`config.mk`:
```
export PLATFORM = sky130hd
export DESIGN_NAME = irq_arbiter
export DESIGN_NICKNAME = d
export VERILOG_FILES = /design/src/rtl/irq_arbiter.sv
export SDC_FILE = /design/constraint.sdc
export NUM_CORES = 1
export LEC_CHECK = 0
export BUFFER_PORTS_ARGS = -buffer_cell sky130_fd_sc_hd__buf_4
export CORE_AREA = 2 2 129 81
export CTS_CLUSTER_DIAMETER = 60
export DETAILED_ROUTE_END_ITERATION = 8
export DIE_AREA = 0 0 131 83
export GPL_ROUTABILITY_DRIVEN = 0
export GPL_TIMING_DRIVEN = 0
export PLACE_DENSITY = 0.67
export SLEW_MARGIN = 5
export SYNTH_ARGS = -nofsm -noshare
export SYNTH_HDL_FRONTEND = slang
export SYNTH_SLANG_ARGS = --single-unit
```
`constraint.sdc`:
```
create_clock -name clk -period 5.95 [get_ports clk]
set_clock_uncertainty 0.2 [all_clocks]
set_input_delay 0.8925 -clock clk [delete_from_list [all_inputs] [get_ports clk]]
set_output_delay 0.8925 -clock clk [all_outputs]
set_load 0.005 [all_outputs]
```
`src/rtl/irq_arbiter.sv`:
```
// Round-robin-free priority scanner: walks all 32 interrupt sources, presents the best to the CPU, clears on ack.
// Define IRQ_ARB_NMI_EN to give sources 0-2 non-maskable priority; otherwise they are never selected.
module irq_arbiter #(
    parameter int unsigned ACK_TIMEOUT = 255
) (
    input  logic        clk,
    input  logic        reset,
    input  logic [31:0] irq_pending,
    input  logic [31:0] irq_enabled,
    input  logic [17:0] group_priority,
    input  logic [1:0]  cpu_i01,
    input  logic        irq_ack,
    output logic        irq_req,
    output logic [4:0]  irq_vector,
    output logic [3:0]  cpu_irq,
    output logic        irq_clear,
    output logic [4:0]  irq_clear_idx
);

    localparam logic [1:0] SCAN  = 2'd0;
    localparam logic [1:0] REQ   = 2'd1;
    localparam logic [1:0] CLEAR = 2'd2;

    localparam int unsigned TW = (ACK_TIMEOUT > 1) ? $clog2(ACK_TIMEOUT) : 1;
    localparam logic [TW-1:0] TLAST = TW'(ACK_TIMEOUT - 1);

    logic [1:0]    state_q, state_d;
    logic [4:0]    idx_q, idx_d;
    logic [4:0]    best_idx_q, best_idx_d;
    logic [2:0]    best_pri_q, best_pri_d;
    logic [4:0]    vec_q, vec_d;
    logic [2:0]    lvl_q, lvl_d;
    logic [TW-1:0] tcnt_q, tcnt_d;

    logic [3:0] cur_grp;
    logic [2:0] cur_pri;
    logic [4:0] fin_idx;
    logic [2:0] fin_pri;
    logic       withdraw;
    logic       timeout;

    function automatic logic [3:0] group_of(input logic [4:0] src);
        logic [3:0] g;
        g = 4'd0;
        case (src) inside
            [5'd3:5'd4]:   g = 4'd3;
            [5'd5:5'd6]:   g = 4'd2;
            [5'd7:5'd8]:   g = 4'd1;
            [5'd9:5'd10]:  g = 4'd0;
            [5'd11:5'd14]: g = 4'd7;
            [5'd15:5'd18]: g = 4'd8;
            [5'd19:5'd20]: g = 4'd6;
            [5'd21:5'd28]: g = 4'd5;
            [5'd29:5'd31]: g = 4'd4;
            default:       g = 4'd0;
        endcase
        return g;
    endfunction

    always_comb begin
        cur_grp = group_of(idx_q);
        cur_pri = '0;
        if (idx_q <= 5'd2) begin
`ifdef IRQ_ARB_NMI_EN
            if (irq_pending[idx_q]) cur_pri = 3'd4;
`endif
        end else if (irq_pending[idx_q] && irq_enabled[idx_q]) begin
            cur_pri = {1'b0, group_priority[{cur_grp, 1'b0} +: 2]};
        end
        // Strictly-greater replacement keeps the lowest index on ties.
        if (cur_pri > best_pri_q) begin
            fin_idx = idx_q;
            fin_pri = cur_pri;
        end else begin
            fin_idx = best_idx_q;
            fin_pri = best_pri_q;
        end
    end

    assign withdraw = !irq_pending[vec_q] || (!irq_enabled[vec_q] && (vec_q > 5'd2));
    assign timeout  = (ACK_TIMEOUT != 0) && (tcnt_q == TLAST);

    always_comb begin
        state_d    = state_q;
        idx_d      = idx_q;
        best_idx_d = best_idx_q;
        best_pri_d = best_pri_q;
        vec_d      = vec_q;
        lvl_d      = lvl_q;
        tcnt_d     = tcnt_q;
        case (state_q)
            SCAN: begin
                idx_d      = idx_q + 5'd1;
                best_idx_d = fin_idx;
                best_pri_d = fin_pri;
                if (idx_q == 5'd31) begin
                    best_idx_d = '0;
                    best_pri_d = '0;
                    if (fin_pri > {1'b0, cpu_i01}) begin
                        state_d = REQ;
                        vec_d   = fin_idx;
                        lvl_d   = fin_pri;
                        tcnt_d  = '0;
                    end
                end
            end
            REQ: begin
                if (irq_ack) begin
                    state_d = CLEAR;
                end else if (withdraw || timeout) begin
                    state_d = SCAN;
                end else begin
                    tcnt_d = tcnt_q + 1'b1;
                end
            end
            CLEAR: state_d = SCAN;
            default: state_d = SCAN;
        endcase
    end

    always_ff @(posedge clk or posedge reset) begin
        if (reset) begin
            state_q    <= SCAN;
            idx_q      <= '0;
            best_idx_q <= '0;
            best_pri_q <= '0;
            vec_q      <= '0;
            lvl_q      <= '0;
            tcnt_q     <= '0;
        end else begin
            state_q    <= state_d;
            idx_q      <= idx_d;
            best_idx_q <= best_idx_d;
            best_pri_q <= best_pri_d;
            vec_q      <= vec_d;
            lvl_q      <= lvl_d;
            tcnt_q     <= tcnt_d;
        end
    end

    // Outputs decode straight from state so an async reset zeroes them at once.
    always_comb begin
        irq_req       = (state_q == REQ);
        irq_clear     = (state_q == CLEAR);
        irq_vector    = irq_req ? vec_q : '0;
        irq_clear_idx = irq_clear ? vec_q : '0;
        cpu_irq       = '0;
        if (irq_req) begin
            case (lvl_q)
                3'd1: cpu_irq = 4'b0001;
                3'd2: cpu_irq = 4'b0010;
                3'd3: cpu_irq = 4'b0100;
`ifdef IRQ_ARB_NMI_EN
                3'd4: cpu_irq = 4'b1000;
`endif
                default: cpu_irq = '0;
            endcase
        end
    end

endmodule
```
==> qor.csv, run 1 <==
metric,value,unit
status,"complete, no violations",
synth top area cells,"dfrtp_1 (24%), mux4_2 (7.5%), nand2_1 (5.3%)",
largest net degree at the start of global routing,32,
Slew Limit Fails,0,
Sw Ratio,49.9,%
maximum vdd drop,0.231,mV
Leak,2.04,nW
Pre-antenna DRT Iters,5,
initial core utilization,34.1,%
Rel. slew slack,47.8,%
Synth Instances,396,
crit share post-route,94.6,%
Yosys top cell area share,23.6,%
Synth Register Bits,31,
root buffer cell,clkbuf_16,
biggest area consumer among synthesized cells,dfrtp_1,
total core area,0.00963,mm²
Internal,0.00121,W
Startpoint Class,flip-flop,
CTS buffer count,5,
ys async rst share,100,%
non-filler cells in the finished layout,640,
Final Power,0.00241,W
antenna cells,0,
synthesized area per cell,8.29,µm²
Die Y,83,µm
crit path kind,reg2reg,
maxcap violations,0,
clk buf depth,2,
most common flop cell mapped by yosys,dfrtp_1,
vias per cell,5.72,
htree depth,2,
clock power share,10.3,%
Yosys warning total,0,
Required @ worst endpoint,5890,ps
initial antenna violation count,0,
Placement Rows,28,
x dimension of the die,131,µm
routed len/inst,17.8,µm
Final Setup Violations,0,
fmax,178,MHz
grt total ovfl,0,
drt first-iter violations,223,
post-detailed-route DRC marker count,0,
maximum net fanout on the critical path,10,
Hold Buf Count CTS,0,
DIE AREA,0.0109,mm²
CTS sink count,31,
Worst-Margin Slew,777,ps
final hold vios,0,
Sw Pwr,0.00120,W
Clock Latency Late Sink,280,ps
via count,3662,
vias in the first global route,3416,
post-synthesis sequential area ratio,23.6,%
cell count after placement,629,
Reg power frac,14.6,%
unique cell type count in the Yosys netlist,71,
layout cells sized above 1,32.9,%
first-pass GRT wire length,18.0,mm
"top cells by count, synth","nand2_1 (46), dfrtp_1 (31), o21ai_0 (30)",
area of the multi-input gates,0.00232,mm²
Hold Path Class,reg2reg,
Post-Route WL,11.4,mm
Worst setup EP type,flip-flop,
Post-synth EDFFs,0,
Post-Syn Nets,494,
Final HPWL DP,9.02,mm
fillcell total,954,
PwrDens,546,mW/mm²
fin crit period,5630,ps
ANT nets after route,0,
Comb pwr share,75.1,%
clock-pin slew on the worst setup and hold paths,50,ps
synthesis-to-finish area growth,34.3,%
num ports,103,
Layout Nets,602,
top-count cell post-synth,nand2_1,
Total GRT Usage,20.9,%
PortBufs,98,
TritonCTS clock tree,built,
critical path arrival,5570,ps
Synth Cell Area,0.00328,mm²
FF+latch area,776,µm²
fin util,45.8,%
## area by class of cell
class,instances,area share [%]
Buffer,24,3.80
Clock buffer,7,3.01
Clock inverter,1,0.113
Inverter,21,1.79
Multi-Input combinational cell,319,52.5
Sequential cell,31,17.6
Tap cell,135,3.83
Timing Repair Buffer,102,17.4
## through the flow
stage / hold WS [ps] / worst slack [ps] / instance area [µm²] / TNS (ps)
5_1_grt: 321 / -7.02 / 4410 / -7.02
3_3_place_gp: 285 / -1020 / 4190 / -8960
2_1_floorplan: 266 / 402 / 3280 / 0
4_1_cts: 306 / 92.6 / 4360 / 0
6_report: 308 / 318 / 4410 / 0
3_5_place_dp: 290 / -987 / 4190 / -8880
## routing by layer
metal	global-route usage, %	up-vias	share of wire, %
met1	32.4	1765	48
met3	6.31	13	11
li1	-	1690	-
met5	0	-	0
met2	28.5	194	40
met4	3.77	0	0.88
## sequential cells by signal (all words and copies together) (netlist names)
signal and count:
idx_q 5, best_pri_q 3, tcnt_q 8, state_q 2, best_idx_q 5, vec_q 5
lvl_q 3
## final timing paths
| check | to | slack [ps] | cells after the start | startpoint |
|---|---|---|---|---|
| setup / recovery | lvl_q[0] | 320 | 27 | idx_q[1] |
| hold / removal | best_idx_q[0] | 310 | 1 | best_idx_q[0] |
| setup reg to reg | lvl_q[0] | 320 | 27 | idx_q[1] |
| hold reg to reg | best_idx_q[0] | 310 | 1 | best_idx_q[0] |
| max in group asynchronous | tcnt_q[4] | 4610 | 2 | reset |
| min in group asynchronous | lvl_q[2] | 510 | 2 | reset |
## kinds of logic after synthesis
logic type | Yosys count | share of synthesized area (%)
compound gates | 114 | 24.3
xor+xnor | 3 | 0.800
fa+ha+maj | 11 | 4.19
buf+inv | 46 | 7.28
flops | 31 | 23.6
mux | 30 | 13.4
other cells | 1 | 0.114
simple gates | 160 | 26.2
## cell usage in the layout, fill, tap and decap left out, drive strengths merged, types with 12 or more instances in the layout
master,netlist,final
a21oi,16,16
and2,12,12
buf,15,117
clkbuf,10,16
dfrtp,31,31
inv,21,21
mux2i,17,17
nand2,47,47
nand3,27,27
nor2,23,23
o21ai,36,36
## power by group through the flow
stage                     Sequential (W)  Clock (W)  Combinational (W)
after global placement          0.000347          0            0.00162
final                           0.000351   0.000248            0.00181
after floorplan                 0.000332          0            0.00126
after detailed placement        0.000351          0            0.00166
after CTS                       0.000349   0.000251            0.00169
after global routing            0.000359   0.000266            0.00196
## worst max-delay path, cell delays in order, from the launching register on
cell and delay, ps:
dfrtp_1 360, buf_6 150, buf_6 150, inv_1 120, ha_1 230, o31a_1 260
o221ai_2 270, o211ai_2 210, a31oi_2 260, mux2i_1 130, a2111oi_2 510, nor2_1 160
inv_1 90, ha_1 220, a21oi_1 210, o21ai_2 110, buf_4 190, nand2_1 80
o21ai_1 80, ha_1 300, a21oi_1 60, a21oi_1 170, or2_2 190, nor4b_4 260
buf_4 190, nor2b_1 40, a31oi_1 180, o31ai_2 110
## what timing repair did
action | 4_1_cts | 5_1_grt
gates resized for setup | 7 | 14
setup endpoints to repair | 17 | 17
buffers inserted | 2 | 2
(Power assumes the default switching activity.)
==> run 2, diff against run 1 <==
--- a/config.mk
+++ b/config.mk
@@ -5,14 +5,16 @@
 export SDC_FILE = /design/constraint.sdc
 export NUM_CORES = 1
 export LEC_CHECK = 0
+export ABC_AREA = 1
 export BUFFER_PORTS_ARGS = -buffer_cell sky130_fd_sc_hd__buf_4
-export CORE_AREA = 2 2 129 81
+export CORE_AREA = 2 2 130 81
+export CTS_BUF_LIST = sky130_fd_sc_hd__clkbuf_16
 export CTS_CLUSTER_DIAMETER = 60
 export DETAILED_ROUTE_END_ITERATION = 8
-export DIE_AREA = 0 0 131 83
+export DIE_AREA = 0 0 132 83
 export GPL_ROUTABILITY_DRIVEN = 0
 export GPL_TIMING_DRIVEN = 0
-export PLACE_DENSITY = 0.67
+export PLACE_DENSITY = 0.68
 export SLEW_MARGIN = 5
 export SYNTH_ARGS = -nofsm -noshare
 export SYNTH_HDL_FRONTEND = slang
==> qor.csv, run 2 <==
metric,value,unit,change
Worst-Margin Slew,1130,ps,+351 ps
most frequent cells in the layout,"nand2_1 (112), buf_4 (103), o21ai_0 (74)",,
synthesized area per cell,6.18,µm²,-25%
htree depth,2,,unchanged
maxcap violations,0,,unchanged
vias per cell,5.37,,-6.2%
status,"complete, no violations",,
largest net degree at the start of global routing,32,,unchanged
Rel. slew slack,24.4,%,-23 points
Pre-antenna DRT Iters,6,,+1
Crit-path slowest cell,nor2_1,,
Placement Rows,28,,unchanged
first-pass GRT wire length,20.1,mm,+12%
biggest area consumer among synthesized cells,dfrtp_1,,
Startpoint Class,flip-flop,,
drt first-iter violations,516,,+130%
unique cell type count in the Yosys netlist,42,,-41%
crit-path max cell delay,580,ps,+70 ps
routed len/inst,15.8,µm,-11%
layout cells sized above 1,24.4,%,-8.4 points
Required @ worst endpoint,5920,ps,+30 ps
Clock Latency Late Sink,280,ps,about the same
Post-Syn Nets,640,,+30%
Post-Route WL,12.4,mm,+8.8%
"top cells by count, synth","nand2_1 (112), o21ai_0 (74), inv_1 (63)",,
maximum net fanout on the critical path,10,,unchanged
fillcell total,1023,,+7.2%
ANT nets after route,0,,unchanged
clk buf depth,2,,unchanged
maximum vdd drop,0.211,mV,-8.5%
cts repair resizes,0,,-7
PwrDens,538,mW/mm²,-1.4%
postcts setup bufs,0,,-2
Hold Path Class,reg2reg,,
Worst setup EP type,flip-flop,,
fin crit period,5390,ps,-241 ps
post-synthesis sequential area ratio,23.2,%,-0.47 points
crit path kind,reg2reg,,
ys async rst share,100,%,unchanged
synthesis-to-finish area growth,31.8,%,
Hold Buf Count CTS,0,,unchanged
most frequent CP cell,nand2_1,,
x dimension of the die,132,µm,+0.76%
Synth Cell Area,0.00335,mm²,+2.0%
Yosys warning total,0,,unchanged
Slew Limit Fails,0,,unchanged
initial core utilization,34.5,%,+0.44 points
crit share post-route,90.6,%,-4.1 points
Post-synth EDFFs,0,,unchanged
Largest Register,tcnt_q,,
Synth Register Bits,31,,unchanged
via count,4217,,+15%
Total GRT Usage,22.4,%,+1.5 points
CTS buffer count,5,,unchanged
top-count cell post-synth,nand2_1,,
vias in the first global route,4021,,+18%
Layout Nets,748,,+24%
RSZ-0062 raised after global routing,false,,
most common flop cell mapped by yosys,dfrtp_1,,
Die Y,83,µm,unchanged
FF+latch area,776,µm²,unchanged
synth top area cells,"dfrtp_1 (23%), nand2_1 (13%), o21ai_0 (11%)",,
total core area,0.00970,mm²,+0.73%
PortBufs,101,,+3.1%
fmax,186,MHz,+4.5%
initial antenna violation count,0,,unchanged
post-detailed-route DRC marker count,0,,unchanged
root buffer cell,clkbuf_16,,
Yosys top cell area share,23.2,%,-0.47 points
antenna cells,0,,unchanged
area of the multi-input gates,0.00215,mm²,-7.1%
TritonCTS clock tree,built,,
CTS sink count,31,,unchanged
number of flip-flops in the largest register,8,,unchanged
"commonest non-fill, non-tap cell in the layout",nand2_1,,
Leak,2.19,nW,+7.6%
num ports,103,,unchanged
critical path arrival,5360,ps,-210 ps
clock-pin slew on the worst setup and hold paths,50,ps,about the same
Synth Instances,542,,+37%
fin util,45.5,%,-0.28 points
DIE AREA,0.0110,mm²,+0.76%
Final Setup Violations,0,,unchanged
Fin Setup TNS,0,ps,unchanged
Final HPWL DP,10.0,mm,+11%
grt total ovfl,0,,unchanged
final hold vios,0,,unchanged
-- run 2: changes by cell type after synthesis, sizes merged, moves of 24 or more --
cell | previous run | this run
nor2 | 23 | 60
nand3 | 27 | 51
o21ai | 36 | 82
a21oi | 16 | 40
nand2 | 47 | 121
inv | 21 | 72
-- run 2: per-layer routing --
metal	vias up	routed length, µm	GRT usage, %
met5	-	69	5.56
met4	2	116	3.85
met3	22	1640	7.20
met2	257	4840	31.5
met1	1922	5730	32.9
li1	2014	-	-
-- run 2: stage by stage --
stage / power, W / cells / hold WS, ps / worst slack [ps] / instance area, µm²
CTS: 0.00232 / 786 / 284 / 645 / 4420
detailed placement: 0.00207 / 778 / 272 / 671 / 4280
floorplan: 0.00161 / 542 / 248 / 1570 / 3350
finish: 0.00238 / 786 / 286 / 560 / 4420
global route: 0.00259 / 786 / 316 / 131 / 4420
global placement: 0.00203 / 778 / 263 / 759 / 4280
-- run 2: layout make-up --
cell class	instances	area share, %
inverters	73	6.23
flip-flops and latches	31	17.6
multi-input cells	415	48.7
repair buffers	101	17.2
clock inverters	3	0.283
well taps	135	3.83
clock buffers	5	2.83
plain buffers	23	3.34
-- run 2: where the power goes --
group / leakage [nW] / switching [W] / internal [W]
combinational: 1.72 / 0.00118 / 0.000592
sequential: 0.394 / 0.0000704 / 0.000296
clock: 0.0762 / 0.0000897 / 0.000151
total: 2.19 / 0.00134 / 0.00104
-- run 2: cells by family after synthesis --
| kind of cell | Yosys count | share of synthesized area [%] |
|---|---|---|
| other | 1 | 0.112 |
| XOR/XNOR | 5 | 1.31 |
| adder cells (fa/ha/maj) | 11 | 4.11 |
| AND/OR/NAND/NOR | 250 | 34.0 |
| flip-flops | 31 | 23.2 |
| buffers and inverters | 96 | 12.6 |
| AO/OA/AOI/OAI | 148 | 24.7 |
-- run 2: worst paths after layout --
check	from	end	slack, ps	depth (start not counted)
setup / recovery	idx_q[2]	tcnt_q[5]	560	28
hold / removal	best_idx_q[0]	best_idx_q[0]	290	2
setup reg to reg	idx_q[2]	tcnt_q[5]	560	28
hold reg to reg	best_idx_q[0]	best_idx_q[0]	290	2
max in group asynchronous	reset	vec_q[0]	4470	2
min in group asynchronous	reset	tcnt_q[4]	570	2
-- run 2: critical path, delay by kind of cell (launching register included) --
family                   cells  cell delay (ps)
AND/OR/NAND/NOR             13             1770
AO/OA/AOI/OAI                7             1720
flip-flops                   1              340
adder cells (fa/ha/maj)      2              540
buffers and inverters        6              720
